[src/rtl/wb_master_arbiter.sv]
// Two-master Wishbone arbiter: registered round-robin grant held for the whole cycle,
// plus a per-access watchdog that converts a stalled slave into a one-cycle err.
module wb_master_arbiter #(
   parameter int unsigned TIMEOUT  = 255,
   parameter int unsigned ERRCNT_W = 8
) (
   input  logic                clk,
   input  logic                rst_b,
   input  logic [31:0]         m0_adr,
   input  logic [3:0]          m0_sel,
   input  logic                m0_we,
   input  logic [31:0]         m0_dat_i,
   input  logic                m0_cyc,
   input  logic                m0_stb,
   output logic [31:0]         m0_dat_o,
   output logic                m0_ack,
   output logic                m0_err,
   input  logic [31:0]         m1_adr,
   input  logic [3:0]          m1_sel,
   input  logic                m1_we,
   input  logic [31:0]         m1_dat_i,
   input  logic                m1_cyc,
   input  logic                m1_stb,
   output logic [31:0]         m1_dat_o,
   output logic                m1_ack,
   output logic                m1_err,
   output logic [31:0]         s_adr,
   output logic [3:0]          s_sel,
   output logic                s_we,
   output logic [31:0]         s_dat_o,
   output logic                s_cyc,
   output logic                s_stb,
   input  logic [31:0]         s_dat_i,
   input  logic                s_ack,
   output logic [1:0]          grant,
   output logic [ERRCNT_W-1:0] err_count
);

   typedef enum logic [1:0] {IDLE = 2'b00, OWN0 = 2'b01, OWN1 = 2'b10} state_t;

   localparam logic [15:0] TMO = 16'(TIMEOUT);

   state_t              r_state, w_state_nxt, w_pick;
   logic                r_last;
   logic [15:0]         r_wdog;
   logic [ERRCNT_W-1:0] r_err_count;
   logic                w_own0, w_own1, w_owner_stb, w_stall, w_tmo;

   // Round-robin pick: on contention the master that did not own the bus last wins.
   always_comb begin
      w_pick = IDLE;
      if (m0_cyc && m1_cyc) w_pick = r_last ? OWN0 : OWN1;
      else if (m0_cyc)      w_pick = OWN0;
      else if (m1_cyc)      w_pick = OWN1;
   end

   always_comb begin
      w_state_nxt = r_state;
      case (r_state)
         OWN0:    if (!m0_cyc) w_state_nxt = w_pick;
         OWN1:    if (!m1_cyc) w_state_nxt = w_pick;
         default: w_state_nxt = w_pick;
      endcase
   end

   assign w_own0 = (r_state == OWN0);
   assign w_own1 = (r_state == OWN1);

   always_comb begin
      s_adr   = '0;
      s_sel   = '0;
      s_we    = 1'b0;
      s_dat_o = '0;
      s_cyc   = 1'b0;
      if (w_own0) begin
         s_adr   = m0_adr;
         s_sel   = m0_sel;
         s_we    = m0_we;
         s_dat_o = m0_dat_i;
         s_cyc   = m0_cyc;
      end else if (w_own1) begin
         s_adr   = m1_adr;
         s_sel   = m1_sel;
         s_we    = m1_we;
         s_dat_o = m1_dat_i;
         s_cyc   = m1_cyc;
      end
   end

   // Stall detection uses the raw owner strobe so the timeout kill of s_stb cannot loop back.
   assign w_owner_stb = (w_own0 & m0_stb) | (w_own1 & m1_stb);
   assign w_stall     = s_cyc & w_owner_stb & ~s_ack;
   assign w_tmo       = (TIMEOUT != 0) && w_stall && (r_wdog == TMO);
   assign s_stb       = w_owner_stb & ~w_tmo;

   assign m0_ack    = s_ack & w_own0;
   assign m1_ack    = s_ack & w_own1;
   assign m0_err    = w_tmo & w_own0;
   assign m1_err    = w_tmo & w_own1;
   assign m0_dat_o  = s_dat_i;
   assign m1_dat_o  = s_dat_i;
   assign grant     = r_state;
   assign err_count = r_err_count;

   always_ff @(posedge clk) begin
      if (!rst_b) begin
         r_state     <= IDLE;
         r_last      <= 1'b1;
         r_wdog      <= '0;
         r_err_count <= '0;
      end else begin
         r_state <= w_state_nxt;
         if (w_state_nxt == OWN0) r_last <= 1'b0;
         if (w_state_nxt == OWN1) r_last <= 1'b1;
         if (!w_stall || (w_state_nxt != r_state) || (TIMEOUT == 0) || w_tmo)
            r_wdog <= '0;
         else
            r_wdog <= r_wdog + 16'd1;
         if (w_tmo && (r_err_count != '1))
            r_err_count <= r_err_count + 1'b1;
      end
   end

endmodule

[config.mk]
export PLATFORM = sky130hd
export DESIGN_NAME = wb_master_arbiter
export DESIGN_NICKNAME = d
export VERILOG_FILES = /design/src/rtl/wb_master_arbiter.sv
export SDC_FILE = /design/constraint.sdc
export NUM_CORES = 1
export LEC_CHECK = 0
export BUFFER_PORTS_ARGS = -buffer_cell sky130_fd_sc_hd__buf_4
export CAP_MARGIN = 25
export CORE_AREA = 2 2 126 128
export DETAILED_ROUTE_END_ITERATION = 16
export DIE_AREA = 0 0 128 130
export GPL_ROUTABILITY_DRIVEN = 0
export PLACE_DENSITY = 0.5
export SYNTH_ARGS = -nofsm -noshare
export SYNTH_HDL_FRONTEND = slang
export SYNTH_SLANG_ARGS = --single-unit
[constraint.sdc]
create_clock -name clk -period 4.3 [get_ports clk]
set_input_delay 0.43 -clock clk [delete_from_list [all_inputs] [get_ports clk]]
set_output_delay 0.43 -clock clk [all_outputs]
set_load 0.005 [all_outputs]
==> results.cfg <==
[run_status]
status = finished clean

[power]
p_int_mw = 0.594
comb_power_share_pct = 43.7
p_leak_nw = 1.95
p_seq_share_pct = 30.8
swShare_pct = 28.8
clkPwrFrac_pct = 25.6
total_power_mw = 0.834
vdd_drop_max_mv = 0.147
power.switching_mw = 0.240
power_density_nw_per_um2 = 204

[cts]
numCtsBuffers = 3
cts.path.max_buffers = 2
postCtsSetupBuffers = 0
hold_buffers = 0
worst_skew_pair.late_latency_ns = 0.26
cts-root-buf = clkbuf_16
htreeDepth = 1
cts_sinks = 27
tritoncts = built
cts_resized = 0
clkSlewWorstSetupHoldPaths_ns = 0.07

[logic_synthesis]
seq_area_frac_synth_pct = 21.0
synthesis.area_um2 = 2580
ys_ff_latch = 27
synth_area_per_cell_um2 = 8.21
yosysWarnings = 0
synth_cells = 314
synth_edf_count = 0
async_flop_share_pct = 0
synth_cell_types = 42
synth_flop_cell = dfxtp_1
syn-num-nets = 495

[routing]
avgRoutedWirePerCell_um = 18.2
drc = 0
vias = 2847
drt_iter0_markers = 98
drt_wl_total_mm = 12.0
drt_pass1_iterations = 4
ant_nets = 0
viasPerCell = 4.33

[critical_path]
cp-end-kind = output port
cp.arrival_ns = 2.74
start_kind = register
crit_top_cell = buf_4
cp_max_fo = 37
path_cells = inv_1 -> ha_1 -> nor2b_4 -> buf_4 -> a22o_1 -> buf_4
slowest_stage = nor2b_4
critPathMaxStageDelay_ns = 0.77
crit_type = reg -> out
cp.required_ns = 3.87

[die]
dieArea_um2 = 16600
rows = 46
top_level_ports = 326
dieWidth_um = 128
start_util_pct = 16.7
core_um2 = 15400
die_h_um = 130

[global_route]
grt_pass1_vias = 2716
antenna_found_initial = 0
grt_max_degree = 53
grt_usage_pct = 13.2
grt_pass1_wl_mm = 16.6
overflow = 0

[sta]
clock-skew-final_ns = 0.00365
slew-limit-headroom_pct = 44.1
slew_viol_final = 0
final-hold-violation-count = 0
min_period_over_period_pct = 73.7
worstMarginPinSlew_ns = 0.837
setup_viol = 0
finalCriticalPeriod_ns = 3.17
rsz0062_at_grt = no
setup_tns_ns = 0
fmax_ghz = 0.316

[placed_design]
hpwl_mm = 10.3
port_buffers = 229
dpl_cell_area_um2 = 4010

[finish]
area_delta_synth_final_pct = 58.5
final_cell_mix = buf_4 (232), a22o_1 (69), dfxtp_1 (27), nor2_1 (21), nand2_1 (11)
design_area_um2 = 4090
num_antenna_cells = 0
drive_above_1_share_pct = 52.9
final_common_cell = buf_4
nFillCells = 1691
nets = 647

[worst_hold_path]
min_path_type = in -> reg

[run]
cap_violations = 0
==> registers in the layout (all words and copies together) (netlist names) <==
register	flops
r_wdog	16
err_count	8
grant	2
r_last	1
==> final cells by class <==
class	count	area [um^2]	area share, %
tap	192	240	5.88
multi-input combinational	197	1470	35.9
sequential	27	541	13.2
inverter	5	18.8	0.459
clock buffer	3	75.1	1.84
clock inverter	1	5.00	0.122
timing repair buffer	232	1740	42.6
==> layer usage <==
metal  GRT usage (%)  share of wire [%]  vias up
li1                -                  -     1389
met1            16.8                 41     1319
met2            23.3                 52      135
met3            3.61                7.3        4
met4            1.10               0.17        0
met5               0                  0        -
==> path summary, 6_finish.rpt <==
check | startpoint | to | slack (ns) | cells past startpoint
setup / recovery | grant[0] | s_adr[31] | 1.13 | 6
setup reg to reg | grant[0] | r_wdog[10] | 1.41 | 7
hold reg to reg | r_wdog[0] | r_wdog[0] | 0.49 | 1
hold / removal | rst_b | r_last | 0.44 | 2
==> logic make-up after synthesis <==
family                     after synthesis  share of synthesized area (%)
xor gates and xnor gates                16                           5.44
AOI/OAI and AO/OA                       93                           30.0
and+or+nand+nor                         82                           18.3
DFF                                     27                           21.0
muxes                                    2                          0.777
buffers and inverters                   90                           22.6
adders and majority gates                4                           1.94
==> worst max-delay path: cells and delay by family, from the launching register on <==
kind | cells | cell delay, ns
AND/OR/NAND/NOR | 1 | 0.77
AO/OA/AOI/OAI | 1 | 0.34
buffers and inverters | 3 | 0.63
adder cells (fa/ha/maj) | 1 | 0.37
flip-flops | 1 | 0.36
==> cells in the mapped netlist, types with 5 or more instances <==
library cell / count / share of area (%)
a22o_1: 69 / 23
and2_1: 5 / 1.2
and3_1: 7 / 1.7
buf_4: 64 / 19
clkbuf_1: 17 / 2.5
dfxtp_1: 27 / 21
inv_1: 5 / 0.73
nand2_1: 11 / 1.6
nand3_1: 7 / 1.4
nand4_1: 7 / 1.7
nor2_1: 21 / 3.1
nor2b_1: 5 / 1.2
o21ai_0: 7 / 1.4
xnor2_1: 8 / 2.7
xor2_1: 8 / 2.7
==> metrics by stage <==
stage,instances,utilization (%),hold slack (ns),setup slack (ns)
after floorplan,314,-,0.426,1.97
after global placement,653,26.0,0.437,1.43
after detailed placement,653,26.0,0.473,1.36
after CTS,657,26.5,0.431,1.05
after global routing,657,26.5,0.447,0.898
final,657,26.5,0.440,1.13
==> power by group through the flow <==
stage	clock network [mW]	registers (mW)	logic, mW
global placement	0	0.262	0.368
detailed placement	0	0.262	0.370
CTS	0.224	0.257	0.371
floorplan	0	0.262	0.171
finish	0.213	0.257	0.364
global route	0.239	0.257	0.391
Power figures use the tool's default switching activity.
